`src/rtl/c_wf_alloc_pkg.sv`:
```
// Shared types and index helpers for the wavefront switch-allocation
// control stage.
package c_wf_alloc_pkg;

    typedef enum logic {
        IDLE   = 1'b0,
        LOCKED = 1'b1
    } ip_state_e;

    // Request/grant layout: row = input, col = output.
    function automatic int unsigned rc_idx(
        input int unsigned row,
        input int unsigned col,
        input int unsigned n
    );
        return row * n + col;
    endfunction

    // Crossbar select layout: row = output, col = input.
    function automatic int unsigned sel_idx(
        input int unsigned out_p,
        input int unsigned in_p,
        input int unsigned n
    );
        return out_p * n + in_p;
    endfunction

endpackage

```
`src/rtl/c_wf_alloc_ctrl_ip.sv`:
```
// Per-input control: request row, pop, route and packet lock
// for one switch input.
module c_wf_alloc_ctrl_ip
    import c_wf_alloc_pkg::*;
#(
    parameter int N = 8
) (
    input  logic         clk,
    input  logic         reset,
    input  logic         active,
    input  logic         in_valid,
    input  logic         in_head,
    input  logic         in_tail,
    input  logic [N-1:0] in_dest,
    input  logic [N-1:0] out_ready,
    input  logic [N-1:0] out_busy,
    input  logic [N-1:0] alloc_gnt,
    output logic [N-1:0] alloc_req,
    output logic         in_pop,
    output logic [N-1:0] route,
    output logic [N-1:0] lock_dest
);

    ip_state_e    r_state;
    logic [N-1:0] r_lock_dest;
    logic [N-1:0] w_gnt_eff;
    logic         w_en;
    logic         w_pop_idle;
    logic         w_pop_lock;

    assign w_en = reset & active;

    always_comb begin
        alloc_req = '0;
        if (w_en && r_state == IDLE && in_valid && in_head)
            alloc_req = in_dest & out_ready & ~out_busy;
    end

    // Grants that do not match a request are dropped here.
    assign w_gnt_eff  = alloc_gnt & alloc_req;
    assign w_pop_idle = |w_gnt_eff;
    assign w_pop_lock = w_en && r_state == LOCKED && in_valid
                        && !in_head && |(r_lock_dest & out_ready);
    assign in_pop     = w_pop_idle | w_pop_lock;
    assign route      = (r_state == LOCKED) ? r_lock_dest : in_dest;
    assign lock_dest  = r_lock_dest;

    always_ff @(posedge clk) begin
        if (!reset) begin
            r_state     <= IDLE;
            r_lock_dest <= '0;
        end else if (active) begin
            unique case (r_state)
                IDLE: begin
                    if (w_pop_idle && !in_tail) begin
                        r_state     <= LOCKED;
                        r_lock_dest <= w_gnt_eff;
                    end
                end
                LOCKED: begin
                    if (w_pop_lock && in_tail) begin
                        r_state     <= IDLE;
                        r_lock_dest <= '0;
                    end
                end
            endcase
        end
    end

    // Protocol checks: these flits are left in place, never popped.
    always_ff @(posedge clk) begin
        if (w_en && in_valid) begin
            if (r_state == IDLE)
                a_idle_head : assert (in_head)
                    else $warning("protocol: body flit at idle input");
            else
                a_lock_body : assert (!in_head)
                    else $warning("protocol: head flit at locked input");
        end
    end

endmodule

```
`src/rtl/c_wf_alloc_ctrl.sv`:
```
// Switch-allocation control stage around the wavefront allocator:
// request build, grant use, packet locks and crossbar select registers.
module c_wf_alloc_ctrl
    import c_wf_alloc_pkg::*;
#(
    parameter int num_ports = 8
) (
    input  logic                           clk,
    input  logic                           reset,
    input  logic                           active,
    input  logic [num_ports-1:0]           in_valid,
    input  logic [num_ports-1:0]           in_head,
    input  logic [num_ports-1:0]           in_tail,
    input  logic [num_ports*num_ports-1:0] in_dest,
    input  logic [num_ports-1:0]           out_ready,
    output logic [num_ports*num_ports-1:0] alloc_req,
    input  logic [num_ports*num_ports-1:0] alloc_gnt,
    output logic                           alloc_update,
    output logic [num_ports-1:0]           in_pop,
    output logic [num_ports*num_ports-1:0] xbar_sel,
    output logic [num_ports-1:0]           out_valid,
    output logic [num_ports-1:0]           out_busy
);

    localparam int N = num_ports;

    logic [N-1:0]   w_route [N];
    logic [N-1:0]   w_lock  [N];
    logic [N-1:0]   w_busy;
    logic [N*N-1:0] w_gnt_eff;
    logic [N-1:0]   w_gnt_col [N];
    logic [N*N-1:0] w_sel_nxt;
    logic [N-1:0]   w_ov_nxt;
    logic [N*N-1:0] r_xbar_sel;
    logic [N-1:0]   r_out_valid;

    for (genvar gi = 0; gi < N; gi++) begin : g_ip
        c_wf_alloc_ctrl_ip #(
            .N (N)
        ) u_ip (
            .clk       (clk),
            .reset     (reset),
            .active    (active),
            .in_valid  (in_valid[gi]),
            .in_head   (in_head[gi]),
            .in_tail   (in_tail[gi]),
            .in_dest   (in_dest[gi*N +: N]),
            .out_ready (out_ready),
            .out_busy  (w_busy),
            .alloc_gnt (alloc_gnt[gi*N +: N]),
            .alloc_req (alloc_req[gi*N +: N]),
            .in_pop    (in_pop[gi]),
            .route     (w_route[gi]),
            .lock_dest (w_lock[gi])
        );
    end

    // Lock vectors are registered, so out_busy is a register OR.
    always_comb begin
        w_busy = '0;
        for (int i = 0; i < N; i++)
            w_busy = w_busy | w_lock[i];
    end

    assign out_busy     = w_busy;
    assign w_gnt_eff    = alloc_gnt & alloc_req;
    assign alloc_update = |w_gnt_eff;

    always_comb begin
        w_sel_nxt = '0;
        w_ov_nxt  = '0;
        for (int o = 0; o < N; o++) begin
            w_gnt_col[o] = '0;
            for (int i = 0; i < N; i++) begin
                w_sel_nxt[sel_idx(o, i, N)] = in_pop[i] & w_route[i][o];
                w_gnt_col[o][i] = w_gnt_eff[rc_idx(i, o, N)];
            end
            w_ov_nxt[o] = |w_sel_nxt[o*N +: N];
        end
    end

    always_ff @(posedge clk) begin
        if (!reset) begin
            r_xbar_sel  <= '0;
            r_out_valid <= '0;
        end else if (active) begin
            r_xbar_sel  <= w_sel_nxt;
            r_out_valid <= w_ov_nxt;
        end
    end

    assign xbar_sel  = r_xbar_sel;
    assign out_valid = r_out_valid;

    always_ff @(posedge clk) begin
        if (reset && active) begin
            for (int k = 0; k < N; k++) begin
                a_col : assert ($onehot0(w_gnt_col[k]))
                    else $error("two grants on one output");
                a_row : assert ($onehot0(w_gnt_eff[k*N +: N]))
                    else $error("two grants on one input");
            end
        end
    end

endmodule

```
`config.mk`:
```
export PLATFORM = sky130hd
export DESIGN_NAME = c_wf_alloc_ctrl
export DESIGN_NICKNAME = d
export VERILOG_FILES = /design/src/rtl/c_wf_alloc_pkg.sv /design/src/rtl/c_wf_alloc_ctrl_ip.sv /design/src/rtl/c_wf_alloc_ctrl.sv
export SDC_FILE = /design/constraint.sdc
export NUM_CORES = 1
export LEC_CHECK = 0
export BUFFER_PORTS_ARGS = -buffer_cell sky130_fd_sc_hd__buf_2
export CAP_MARGIN = 0
export CORE_MARGIN = 4
export CORE_UTILIZATION = 37
export CTS_BUF_LIST = sky130_fd_sc_hd__clkbuf_16
export DETAILED_ROUTE_END_ITERATION = 10
export HOLD_SLACK_MARGIN = 0.03
export PLACE_DENSITY = 0.66
export REMOVE_ABC_BUFFERS = 1
export SLEW_MARGIN = 0
export SYNTH_ARGS = -nofsm -noshare
export SYNTH_HDL_FRONTEND = slang
export SYNTH_SLANG_ARGS = --single-unit
```
`constraint.sdc`:
```
create_clock -name clk -period 3.4 [get_ports clk]
set_clock_uncertainty 0.1 [all_clocks]
set_input_delay 0.51 -clock clk [delete_from_list [all_inputs] [get_ports clk]]
set_output_delay 0.51 -clock clk [all_outputs]
set_load 0.1 [all_outputs]
```
# Yosys cells after proc, flatten, opt, wreduce, memory -nomap -nowiden
# Cells that the tools add are included.
[totals]
regBits = 144
out_inout_bits = 153
in_bits = 163
[op_classes]
eq_ne = 16
reduce_logical = 121
bitwise = 122
n_mux = 64
[ops]
columns = ["operator", "n"]
rows = [
  ["AND 8 bit", 32],
  ["2-to-1 mux 8 bit", 32],
  ["OR reduction 8 bit", 24],
  ["one-hot mux 8 bit (2 select lines)", 8],
  ["logical AND 1 bit", 72],
  ["AND 1 bit", 65],
  ["AND 64 bit", 1],
  ["OR reduction 64 bit", 1],
  ["OR 8 bit", 7],
  ["inequality test 2 bit, second input constant", 16],
  ["AND reduction 3 bit", 8],
  ["logical NOT 1 bit", 16],
  ["2-to-1 mux 1 bit", 16],
  ["one-hot mux 1 bit (2 select lines)", 8],
  ["NOT 1 bit", 8],
  ["NOT 8 bit", 1],
  ["OR 1 bit", 8],
]

# Depth between registers and ports, before layout
[logic_depth]
ltp_word = 15
mapped_depth = 10

# Hierarchy
# Synthesis repeated with hierarchy kept, for this count alone.
[unflattened]
cells_unflattened = 1112
area_unflattened_um2 = 9654.3
[modules_own_cells]
columns = ["mod", "area_each_um2", "cells_per_inst", "instances", "seq_area_each_um2"]
rows = [
  ["c_wf_alloc_ctrl_ip", 760.7, 89, 8, 180.2],
  ["c_wf_alloc_ctrl", 3568.4, 400, 1, 1441.4],
]

# Least setup slack after synthesis
# Ideal clock, no wire load.
[synth_path]
path_type = "input to output"
from = "in reset"
to = "out alloc_update"
slack_ns = 0.072
path_stages = 9
arrival_time_ns = 2.718
path_cell_list = "buf_2 -> and2_4 -> and2_4 -> buf_6 -> a32o_1 -> or4_4 -> buf_6 -> nor4_1 -> nand2_1"
[synth_between]
elab_chain_cells = 7
[synth_lines]
columns = ["item", "line", "text"]
rows = [
  ["start, declared", "c_wf_alloc_ctrl.sv:9", "input logic reset,"],
  ["AND 1 bit *", "c_wf_alloc_ctrl_ip.sv:31", "assign w_en = reset & active;"],
  ["logical AND 1 bit (3 in series)", "c_wf_alloc_ctrl_ip.sv:35", "if (w_en && r_state == IDLE && in_valid && in_head)"],
  ["2-to-1 mux 8 bit", "c_wf_alloc_ctrl_ip.sv:35", ""],
  ["AND 64 bit *", "c_wf_alloc_ctrl.sv:66", "assign w_gnt_eff = alloc_gnt & alloc_req;"],
  ["OR reduction 64 bit *", "c_wf_alloc_ctrl.sv:67", "assign alloc_update = |w_gnt_eff;"],
  ["end, declared", "c_wf_alloc_ctrl.sv:18", "output logic alloc_update,"],
]
# Mark *: on every way between the ends. The rest lies on a longest branch, timed or not.

# Worst setup path in the final report
[layout_path]
from = "reg g_ip[1].u_ip.r_lock_dest[6]"
to = "out alloc_update"
[layout_between]
elab_chain_cells = 12
[layout_lines]
columns = ["item", "line", "text"]
rows = [
  ["start, declared", "c_wf_alloc_ctrl_ip.sv:25", "logic [N-1:0] r_lock_dest;"],
  ["start signal, assigned", "c_wf_alloc_ctrl_ip.sv:57", "r_lock_dest <= w_gnt_eff;"],
  ["OR 8 bit * (7 in series)", "c_wf_alloc_ctrl.sv:62", "w_busy = w_busy | w_lock[i];"],
  ["NOT 8 bit *", "c_wf_alloc_ctrl_ip.sv:36", "alloc_req = in_dest & out_ready & ~out_busy;"],
  ["AND 8 bit", "c_wf_alloc_ctrl_ip.sv:36", ""],
  ["2-to-1 mux 8 bit", "c_wf_alloc_ctrl_ip.sv:35", ""],
  ["AND 64 bit *", "c_wf_alloc_ctrl.sv:66", ""],
  ["OR reduction 64 bit *", "c_wf_alloc_ctrl.sv:67", ""],
]
# Marks and branches as above.

==> results.md <==
* Status: complete, no violations
* Most instantiated library cell after synthesis: dfxtp_1
* Hold Crit Class: primary input to register
* Number of global-route vias before repair at slightly above 10000
* Root buffer cell: clkbuf_16
* Async set-or-reset flop fraction in the synthesized netlist at 0%
* DRT Wirelength at between 40000 and 50000 um
* EDFF count, synth at 0
* Die W at around 160 um
* Antenna Nets Post-Route at 0
* CP max stage cell: or4_4
* Share of cells above drive strength 1 at a little under two fifths
* Syn. warnings at 0
* Total gr overflow at 0
* Syn_area_per_cell at 8.03 um^2
* Setup ws final at between 0.05 and 0.06 ns
* Post-synthesis xor/xnor area fraction at 0%
* # rows at 55
* Layout Area Growth over Synthesis at 52.9%
* CTS Buffer Depth at 2
* CP dominant cell by count: buf_12
* Port Buffers at 315
* DRC Markers at 0
* Pre-CTS setup slack at between 0.1 and 0.15 ns
* Leak pwr at between 5 and 6 nW
* Aggregate global-route resource usage at 31.9%
* Nets at 1630
* Total number of vias at ~11000
* Top cells by count, synth: dfxtp_1 (144), nand2_1 (113), and3_1 (73)
* Sequential share of the synthesized area at between 30% and 40%
* Seq cells post-synth at 144
* CTS tree: built
* Post-synth top flop: dfxtp_1
* Gpl congestion at 1.03
* DR WL/cell at around 24 um
* Clock Latency Late Sink at 0.42 ns
* Drt via density at 5.87
* Compound-Gate Fraction of Synth Area at approximately 23%
* CP max stage delay at roughly 0.47 ns
* # setup viols final at 0
* Main area contributors after synthesis: dfxtp_1 (33%), mux2i_1 (5.5%), and3_1 (5.3%), nand2_1 (4.9%), and2_1 (4.7%)
* Post-DP HPWL at ~34000 um
* Minimum clock period at ~3.3 ns
* Total power at between 4 and 5 mW
* DP Cell Count at between 1500 and 2000
* Post-Layout Cell Count at 1793
* CP cell instances: nor4_1 > and3_2 > buf_12 > a32o_1 > or4_4 > nor4_4 > nand2_2 > buf_12
* First drt pass iteration count at 6
* Worst VDD drop at 0.239 mV
* Num CTS Buffers at 17
* CP required at 2.79 ns
* Area leader, netlist: dfxtp_1
* Setup crit start kind: register
* Largest net degree at the start of global routing at 28
* Pwr Density at 358 nW/um^2
* Area after DPL at between 10000 and 15000 um^2
* Tightest Pin Transition at a little over 0.8 ns
* Final hold violations at 0
* Simple-Gate Fraction of Synth Area at a little over a quarter
* Worst-path clk slew at about 0.060 ns
* Synth cell types at 53
* Final Cycle Share at between 90 and 100%
* Multiplexer share of the synthesized area at a little under a tenth
* Max-Cap Viols at 0
* Core region area at roughly 23000 um^2
* # hold bufs at CTS at 0
* Die ar. at roughly 26000 um^2
* Cells after Synth at between 1000 and 1500
* Fmax at between 0.2 and 0.3 GHz
* RSZ-0062 raised after global routing: false
* Post-Syn Area at approximately 8600 um^2
* Clock Sinks at between 100 and 150
* Global-route wire length before repair at ~63000 um
* Adder-cell area share of the yosys netlist at 0%
* DR iter-0 viols at 1192
* Post-synth top area share at 33.4%
* Final instance area at around 13000 um^2
* Crit Path Class: register to output pin
* WP data arrival at 2.73 ns
* Initial antenna violation count at 0
* Die H at 161 um
* Element type at the critical path end: output pin
* Utilization after layout at approximately 58%
* Initial Utilization at 37.8%
* Slew Limit Fails at 0
* Slew headroom at between 40% and 50%
* Crit Path Max Fanout at 19
* H-tree levels at 4
* Boundary Pins at approximately 320
* Largest family of logic cells by synthesized area: simple AND/OR/NAND/NOR gates
==> layout make-up <==
| cell class | instances | area [um^2] |
|---|---|---|
| Antenna cell | 1 | 2.50 |
| Clock buffer | 17 | 425 |
| Clock inverter | 14 | 149 |
| Fill cell | 2063 | 9600 |
| Inverter | 58 | 218 |
| Multi-Input combinational cell | 788 | 5280 |
| Sequential cell | 144 | 2890 |
| Tap cell | 313 | 392 |
| Timing Repair Buffer | 458 | 3820 |
==> where the power goes <==
group | internal (mW) | switching, mW
clock | 1.13 | 0.765
sequential | 1.71 | 0.0201
combinational | 0.352 | 0.733
==> cells by family (layout without fill, tap and decap cells) <==
kind of cell	count (synthesis)	count (layout)
buf+inv	142	547
simple gates	434	434
mux	74	74
flops	144	144
compound gates	280	280
other cells	0	1
==> placed cells by master (no fill, tap or decap), drive strengths merged, types with 5 or more instances in the layout <==
master and instances:
o2111ai 10, o22ai 51, nor3 28, nor2b 16
inv 58, nor4 17, o31a 7, a21oi 12
and3 73, buf 458, nor2 20, a21boi 43
a221oi 14, a22oi 5, nand2 113, dfxtp 144
o2bb2ai 16, nand4 26, a22o 14, nand3 22
and2 67, clkbuf 17, o21a 10, nand2b 34
nand4b 7, mux2i 48, a32oi 24, mux2 26
clkinv 9, o21ai 63
==> routing by layer <==
layer	routed length (um)	vias up	part of all wire [%]	GRT usage, %
met5	0	-	0	0
met4	1730	0	4.0	12.6
met3	4850	120	11	7.29
met2	20200	730	47	52.6
met1	16600	4962	38	40.5
li1	-	4717	-	-
==> worst max-delay path: cells and delay by family, from the launching register on <==
family / cells / cell delay, ns
AO/OA/AOI/OAI: 1 / 0.24
buffers and inverters: 2 / 0.39
flip-flops: 1 / 0.40
AND/OR/NAND/NOR: 5 / 1.28
==> final timing paths <==
check / startpoint / cells after the start / to / slack [ns]
min reg2reg: xbar_sel[30] / 2 / xbar_sel[30] / 0.38
max: g_ip[1].u_ip.lock_dest[6] / 8 / alloc_update / 0.06
max reg2reg: g_ip[1].u_ip.lock_dest[2] / 10 / out_valid[7] / 0.29
min: alloc_gnt[43] / 3 / g_ip[5].u_ip.lock_dest[3] / 0.25
==> what timing repair did <==
item / 4_1_cts / 5_1_grt
setup buffers: 0 / 1
endpoints found under the setup margin: 8 / 4
pin swaps: 2 / 1
resized for setup: 19 / 14
==> through the flow <==
step	setup TNS [ns]	hold WS (ns)
2_1_floorplan	0	0.363
3_5_place_dp	0	0.368
6_report	0	0.249
5_1_grt	0	0.241
3_3_place_gp	0	0.365
4_1_cts	-0.0119	0.233
==> sequential cells by signal, indices dropped and copies added, names as in the netlist <==
register,cells
g_ip.u_ip.lock_dest,64
xbar_sel,64
g_ip.u_ip.r_state,8
out_valid,8
Power figures use the tool's default switching activity.
